$ cat src/rtl/multiplicador_serial.sv
// Serial 4x4 unsigned shift-and-add multiplier, one add-and-shift step per clock.
// Optional: define MULT_PARADA_ANTECIPADA_EN to leave CALCULA as soon as the remaining multiplier bits are zero.

module quatro_bit (
    input  logic [3:0] a,
    input  logic [3:0] b,
    input  logic       c_entrada,
    output logic [3:0] soma,
    output logic       c_saida
);
    logic w_c1, w_c2, w_c3;

    assign soma[0] = a[0] ^ b[0] ^ c_entrada;
    assign w_c1    = (a[0] & b[0]) | (c_entrada & (a[0] ^ b[0]));
    assign soma[1] = a[1] ^ b[1] ^ w_c1;
    assign w_c2    = (a[1] & b[1]) | (w_c1 & (a[1] ^ b[1]));
    assign soma[2] = a[2] ^ b[2] ^ w_c2;
    assign w_c3    = (a[2] & b[2]) | (w_c2 & (a[2] ^ b[2]));
    assign soma[3] = a[3] ^ b[3] ^ w_c3;
    assign c_saida = (a[3] & b[3]) | (w_c3 & (a[3] ^ b[3]));
endmodule

module multiplicador_serial (
    input  logic       clock,
    input  logic       reset,
    input  logic       inicio,
    input  logic [0:3] a,
    input  logic [0:3] b,
    output logic [0:7] produto,
    output logic       pronto,
    output logic       ocupado
);
    typedef enum logic [1:0] {
        OCIOSO  = 2'd0,
        CALCULA = 2'd1,
        PRONTO  = 2'd2
    } t_estado;

    t_estado    r_estado;
    logic [3:0] r_multiplicando;
    logic [7:0] r_acc;
    logic [1:0] r_contador;
    logic [7:0] r_produto;
    logic       r_pronto;
    logic       r_ocupado;

    logic [3:0] w_a;
    logic [3:0] w_b;
    logic [3:0] w_soma;
    logic       w_c_saida;
    logic [3:0] w_alta;
    logic       w_carry;
    logic [7:0] w_desloc;
    logic [7:0] w_final;
    logic       w_fim;

    // Ports use index 0 as LSB; internally everything is a normal [N-1:0] vector.
    always_comb begin
        w_a = '0;
        w_b = '0;
        for (int i = 0; i < 4; i++) begin
            w_a[i] = a[i];
            w_b[i] = b[i];
        end
        produto = '0;
        for (int i = 0; i < 8; i++) begin
            produto[i] = r_produto[i];
        end
    end

    quatro_bit u_somador (
        .a         (r_acc[7:4]),
        .b         (r_multiplicando),
        .c_entrada (1'b0),
        .soma      (w_soma),
        .c_saida   (w_c_saida)
    );

    // One step: conditional add into the high half, then {carry, high, low} >> 1.
    assign w_alta   = r_acc[0] ? w_soma    : r_acc[7:4];
    assign w_carry  = r_acc[0] ? w_c_saida : 1'b0;
    assign w_desloc = {w_carry, w_alta, r_acc[3:1]};

`ifdef MULT_PARADA_ANTECIPADA_EN
    logic [1:0] w_restantes;
    logic [7:0] w_mascara;

    // After this step, the low w_restantes bits still hold unprocessed multiplier bits.
    assign w_restantes = 2'd3 - r_contador;
    assign w_mascara   = (8'd1 << w_restantes) - 8'd1;
    assign w_fim       = ((w_desloc & w_mascara) == 8'd0);
    assign w_final     = w_desloc >> w_restantes;
`else
    assign w_fim   = (r_contador == 2'd3);
    assign w_final = w_desloc;
`endif

    always_ff @(posedge clock or posedge reset) begin
        if (reset) begin
            r_estado        <= OCIOSO;
            r_multiplicando <= '0;
            r_acc           <= '0;
            r_contador      <= '0;
            r_produto       <= '0;
            r_pronto        <= 1'b0;
            r_ocupado       <= 1'b0;
        end else begin
            case (r_estado)
                OCIOSO: begin
                    r_pronto <= 1'b0;
                    if (inicio) begin
                        r_multiplicando <= w_a;
                        r_acc           <= {4'b0000, w_b};
                        r_contador      <= '0;
                        r_ocupado       <= 1'b1;
                        r_estado        <= CALCULA;
                    end else begin
                        r_ocupado <= 1'b0;
                    end
                end
                CALCULA: begin
                    r_acc      <= w_desloc;
                    r_contador <= r_contador + 2'd1;
                    if (w_fim) begin
                        r_produto <= w_final;
                        r_pronto  <= 1'b1;
                        r_estado  <= PRONTO;
                    end
                end
                PRONTO: begin
                    r_pronto  <= 1'b0;
                    r_ocupado <= 1'b0;
                    r_estado  <= OCIOSO;
                end
                default: begin
                    r_pronto  <= 1'b0;
                    r_ocupado <= 1'b0;
                    r_estado  <= OCIOSO;
                end
            endcase
        end
    end

    assign pronto  = r_pronto;
    assign ocupado = r_ocupado;
endmodule

$ cat config.mk
export PLATFORM = sky130hd
export DESIGN_NAME = multiplicador_serial
export DESIGN_NICKNAME = d
export VERILOG_FILES = /design/src/rtl/multiplicador_serial.sv
export SDC_FILE = /design/constraint.sdc
export NUM_CORES = 1
export LEC_CHECK = 0
export BUFFER_PORTS_ARGS = -buffer_cell sky130_fd_sc_hd__buf_2
export CAP_MARGIN = 25
export CORE_MARGIN = 5
export CORE_UTILIZATION = 50
export DETAILED_ROUTE_END_ITERATION = 16
export GPL_ROUTABILITY_DRIVEN = 0
export PLACE_DENSITY = 0.81
export SYNTH_ARGS = -nofsm -noshare
export SYNTH_HDL_FRONTEND = slang
export SYNTH_SLANG_ARGS = --single-unit
$ cat constraint.sdc
create_clock -name clock -period 2.85 [get_ports clock]
set_input_delay 0.57 -clock clock [delete_from_list [all_inputs] [get_ports clock]]
set_output_delay 0.57 -clock clock [all_outputs]
set_load 0.05 [all_outputs]
==> results of run 1 <==
-- critical path, stage by stage (launching register included) --
cell and delay [ns]:
dfrtp_1 0.42, ha_1 0.19, inv_1 0.06, fa_1 0.16, inv_1 0.05, fa_1 0.37
fa_1 0.44, mux2i_1 0.18, o21ai_0 0.10
-- power breakdown --
group / switching (W) / internal, W
registers: 0.000140 / 0.000529
clock network: 0.000110 / 0.000142
logic: 0.000466 / 0.000261
total: 0.000716 / 0.000932
-- cells by family after synthesis --
family / after synthesis / share of synthesized area, %
AND/OR/NAND/NOR: 27 / 13.7
flip-flops: 26 / 54.7
AO/OA/AOI/OAI: 24 / 12.9
buffers and inverters: 11 / 4.31
multiplexers: 8 / 7.26
adder cells (fa/ha/maj): 5 / 7.15
-- per-layer routing --
layer  share of wire [%]  up-vias
met4                 2.8        0
met1                  43      393
met3                 4.6        5
met2                  50       17
met5                   0        -
li1                    -      383
-- flip-flops by register name, summed over array words and instances, names as in the netlist --
name             count
r_produto            8
r_multiplicando      4
r_acc                8
r_contador           2
pronto               1
r_estado             2
ocupado              1
-- metrics by stage --
step | cell area [µm²] | setup WS [ns]
3_5_place_dp | 1300 | 0.778
3_3_place_gp | 1300 | 0.887
4_1_cts | 1350 | 0.767
2_1_floorplan | 1190 | 0.922
6_report | 1380 | 0.782
5_1_grt | 1380 | 0.674
-- final timing paths --
| path | endpoint | slack (ns) |
|---|---|---|
| hold / removal | r_produto[5] | 0.27 |
| max in group asynchronous | pronto | 2.45 |
| min in group clock | r_multiplicando[1] | 0.45 |
| hold reg to reg | r_produto[5] | 0.49 |
| setup reg to reg | r_acc[6] | 0.78 |
| setup / recovery | r_acc[6] | 0.78 |
-- cell type report --
type | count | area share [%]
clock buffer | 3 | 1.63
timing repair buffer | 21 | 9.25
inverter | 7 | 1.90
multi-input combinational | 64 | 35.4
sequential | 26 | 47.1
tap | 28 | 2.54
clock inverter | 1 | 2.18
-- cell usage after synthesis (all sizes together), types with 2 or more instances --
master	count
dfrtp	26
nand2	17
o21ai	16
inv	7
mux2	5
a21oi	3
and3b	3
buf	3
fa	3
mux2i	3
ha	2
nor2	2
o21bai	2
-- cell usage in the layout, fill, tap and decap left out, drive strengths merged --
| cell | n |
|---|---|
| bufinv | 1 |
| nor4b | 1 |
| nor3b | 1 |
| and2b | 1 |
| a22o | 1 |
| inv | 7 |
| a21oi | 3 |
| buf | 21 |
| and3b | 3 |
| mux2 | 5 |
| o21bai | 2 |
| nand2 | 17 |
| fa | 3 |
| a21o | 1 |
| nand3b | 1 |
| ha | 2 |
| dfrtp | 26 |
| mux2i | 3 |
| clkbuf | 3 |
| o21ai | 16 |
| nand2b | 1 |
| a221oi | 1 |
| nor2 | 2 |
==> results.toml, run 1 <==
[timing]
max_freq_ghz = 0.484
maxSlewHeadroom_pct = 68.8
rsz0062_at_grt = "no"
setup-violations-final = 0
min_period_ns = 2.07
skew_ns = 0.00205
hold_viol = 0
worst_slew_pin_slew_ns = 0.468
hold_ws_ns = 0.267
min_period_over_period_pct = 72.6
slew_viol_final = 0
fin_setup_tns_ns = 0

[route]
drtIter0Drc = 5
drt_pass1_iterations = 4
drc = 0
drt-total-wl_mm = 2.03
viasPerCell = 5.32
vias = 798
final_antenna_net_count = 0
wl_per_cell_um = 13.6

[clocking]
numCtsBuffers = 3
post_cts_resized = 0
cts_hold_buf = 0
clk_latency_ns = 0.33
cts_max_level = 1
clockBufferDepth = 2
cts_tree = "done"
post_cts_buffers = 0
clockRootBuffer = "clkbuf_4"
clk_pin_slew_ns = 0.13
clock-sinks = 26

[power]
leakage_nw = 0.690
peakVddDrop_uv = 739
power-per-cell-area_nw_per_um2 = 1190
power_w = 0.00165

[setup_path]
startpoint = "r_acc[4]"
worstPathMaxFanout = 3
cp.arrival_ns = 2.29
required_ns = 3.07
path_class = "flop to flop"
r2r_start = "r_acc[4]"
worstRegToRegCells = 8
crit_path_end_kind = "flop"
cp-start-kind = "flop"

[logic_synthesis]
synth.yosys.seq_area_share_pct = 54.7
synth_cell_type_count = 25
synthCells = 101
synth_area_um2 = 1190
async_flop_share_pct = 100
synthTopCellsByArea = "dfrtp_1, o21ai_0, nand2_1"
syn_avg_cell_area_um2 = 11.8
ys.flop_type = "dfrtp_1"
yosys.area.top_type = "dfrtp_1"
ys.warnings.count = 0
yosysTopAreaCellShare_pct = 54.7
ys_ff_latch = 26
synth_edf_count = 0
synth_nets = 117

[global_routing]
grt-busiest-layer = "met2"
grt_max_degree = 27
met2_usage_pct = 24.0
use_met3_pct = 2.19
antenna_found_initial = 0
grtUsageMet1_pct = 16.3
grt.total_usage_pct = 14.0
gr-total-overflow = 0
grt_pass1_vias = 829
grt_pass1_wl_mm = 3.55

[layout]
final_layout_size_suffix_gt1_share_pct = 31.1
multi_input_area_um2 = 488
layout.area.seq_um2 = 651
nets = 139
fillCellCount = 207
final_cells = 150
antenna_cells = 0
final_util_pct = 61.8
syn2layout_area_growth_pct = 16.0

[die]
row_count = 17
design.die.area_um2 = 3460
core_area_um2 = 2230
initial_core_util_pct = 53.3
dieWidth_um = 58.8
ios = 21
dieHeight_um = 58.8

[run]
drv_cap = 0

[status]
status = "completed"

[placement]
port_buffers = 20
dpl.hpwl_mm = 1.57
dp.cells = 145

[worst_hold_path]
hold_class = "input pin to asynchronous set/reset pin"
(Power assumes the default switching activity.)
==> inputs of run 2 (changes only) <==
Clock period 2.85 ns to 2.1 ns, I/O delays scaled along.
==> run 2 against run 1 <==
Effect of this change: combinational power increased by 34%; power increased by 29%; first-iteration DRC count decreased by 20%; register-to-register slack got worse by 0.68 ns; sequential power increased by 35%; global-route usage decreased by 0.49 points; critical endpoint is now r_produto[6]; wire length decreased by 4.1%; die area unchanged; worst setup slack got worse by 0.68 ns; clock skew increased by 0.0016 ns.
==> results.toml, run 2 (same netlist as run 1, synthesis figures left out) <==
[placement]
dpl_cell_area_um2 = 1310
place_ws_ns = 0.0752
dpl.hpwl_mm = 1.51
dp.cells = 146
port_buffers = 20

[global_routing]
grtUsageMet1_pct = 17.3
grt_pass1_wl_mm = 3.54
use_met3_pct = 2.63
grt-busiest-layer = "met2"
grt_max_degree = 27
grt.total_usage_pct = 13.5
met2_usage_pct = 21.6
grt_pass1_vias = 802
antenna_found_initial = 0
gr-total-overflow = 0

[route]
wl_per_cell_um = 13.0
viasPerCell = 5.16
final_antenna_net_count = 0
drtIter0Drc = 4
drt-total-wl_mm = 1.95
vias = 774
drt_pass1_iterations = 4
drc = 0

[clocking]
cts_hold_buf = 0
clockBufferDepth = 2
clk_latency_ns = 0.32
cts_tree = "done"
clockRootBuffer = "clkbuf_4"
clock-sinks = 26
numCtsBuffers = 3
cts_max_level = 1
post_cts_buffers = 0
clk_pin_slew_ns = 0.13

[setup_path]
worstPathMaxFanout = 3
worstRegToRegCells = 8
cp.arrival_ns = 2.21
crit_path_end_kind = "flop"
cp-start-kind = "flop"
path_class = "flop to flop"
required_ns = 2.31

[power]
p_int_w = 0.00118
power_frac_seq_pct = 42.5
power_w = 0.00213
leakage_nw = 0.674
power.share.switching_pct = 44.8
switchingPower_w = 0.000955
p_comb_share_pct = 45.8
peakVddDrop_uv = 984
clock_power_share_pct = 11.7
power-per-cell-area_nw_per_um2 = 1580

[worst_hold_path]
hold_class = "input pin to asynchronous set/reset pin"

[run]
drv_cap = 0

[die]
core_area_um2 = 2230
dieHeight_um = 58.8
design.die.area_um2 = 3460
row_count = 17
ios = 21
dieWidth_um = 58.8
initial_core_util_pct = 53.3

[layout]
nets = 139
final_cells = 150
layout_common_cells = "dfrtp_1, buf_2, nand2_1"
stdcell_area_um2 = 1350
largestRegisters = "r_acc (8), r_produto (8), r_multiplicando (4)"
final_common_cell = "dfrtp_1"
antenna_cells = 0
final_layout_size_suffix_gt1_share_pct = 32.0
syn2layout_area_growth_pct = 13.1

[status]
status = "completed"

[timing]
min_period_ns = 1.99
worst_slew_pin_slew_ns = 0.486
maxSlewHeadroom_pct = 67.6
slew_viol_final = 0
min_period_over_period_pct = 95.0
setup-violations-final = 0
hold_viol = 0
max_freq_ghz = 0.501
rsz0062_at_grt = "no"
fin_setup_tns_ns = 0
skew_ns = 0.00361
setup_slack_ns = 0.105
-- run 2: cell count changes in the layout (fill, tap and decap cells not counted) --
| cell | before | now |
|---|---|---|
| buf_4 | 0 | 1 |
| buf_16 | 1 | 0 |
| clkbuf_8 | 0 | 1 |
| fa_1 | 3 | 2 |
| bufinv_16 | 1 | 0 |
| fa_2 | 0 | 1 |
-- run 2: per-layer routing --
layer	share of wire, %	vias up	wire (µm)
li1	-	386	-
met1	45	370	885
met2	47	13	921
met3	4.6	5	90
met4	2.7	0	52
met5	0	-	0
-- run 2: timing repair --
| item | 4_1_cts | 5_1_grt |
|---|---|---|
| gates resized for setup | 0 | 1 |
| endpoints found under the setup margin | 0 | 2 |
| hold endpoints to repair | 0 | 0 |
-- run 2: final timing paths --
kind | start | endpoint | slack, ns
worst max-delay path | r_acc[4] | r_produto[6] | 0.11
worst min-delay path | reset | r_produto[3] | 0.12
worst max register to register | r_acc[4] | r_produto[6] | 0.11
worst min register to register | r_produto[4] | r_produto[4] | 0.49
max in group asynchronous | reset | pronto | 1.75
min in group clock | a[1] | r_multiplicando[1] | 0.30
-- run 2: per-stage QoR --
stage | hold slack [ns] | utilization [%]
floorplan | 0.460 | -
global route | 0.138 | 60.3
detailed placement | 0.469 | 58.5
CTS | 0.122 | 60.2
finish | 0.117 | 60.3
global placement | 0.460 | 58.5
-- run 2: worst max-delay path, stage by stage, from the launching register on --
cell and delay [ns]:
dfrtp_1 0.42, ha_1 0.18, inv_1 0.07, fa_1 0.16, inv_1 0.05, fa_2 0.33, fa_1 0.42, mux2i_1 0.16
o21ai_0 0.09
-- run 2: final cells by class --
class	count	area [µm²]
fill	194	887
sequential	26	651
multi-input combinational	64	490
timing repair buffer	21	108
clock buffer	4	36.3
tap	28	35.0
inverter	7	26.3
-- run 2: power by group through the flow --
stage / sequential (W) / clock [W] / combinational, W
6_report: 0.000905 / 0.000249 / 0.000977
4_1_cts: 0.000908 / 0.000255 / 0.000995
3_5_place_dp: 0.000921 / 0 / 0.000993
3_3_place_gp: 0.000904 / 0 / 0.000959
2_1_floorplan: 0.00114 / 0 / 0.000561
5_1_grt: 0.000947 / 0.000278 / 0.00108
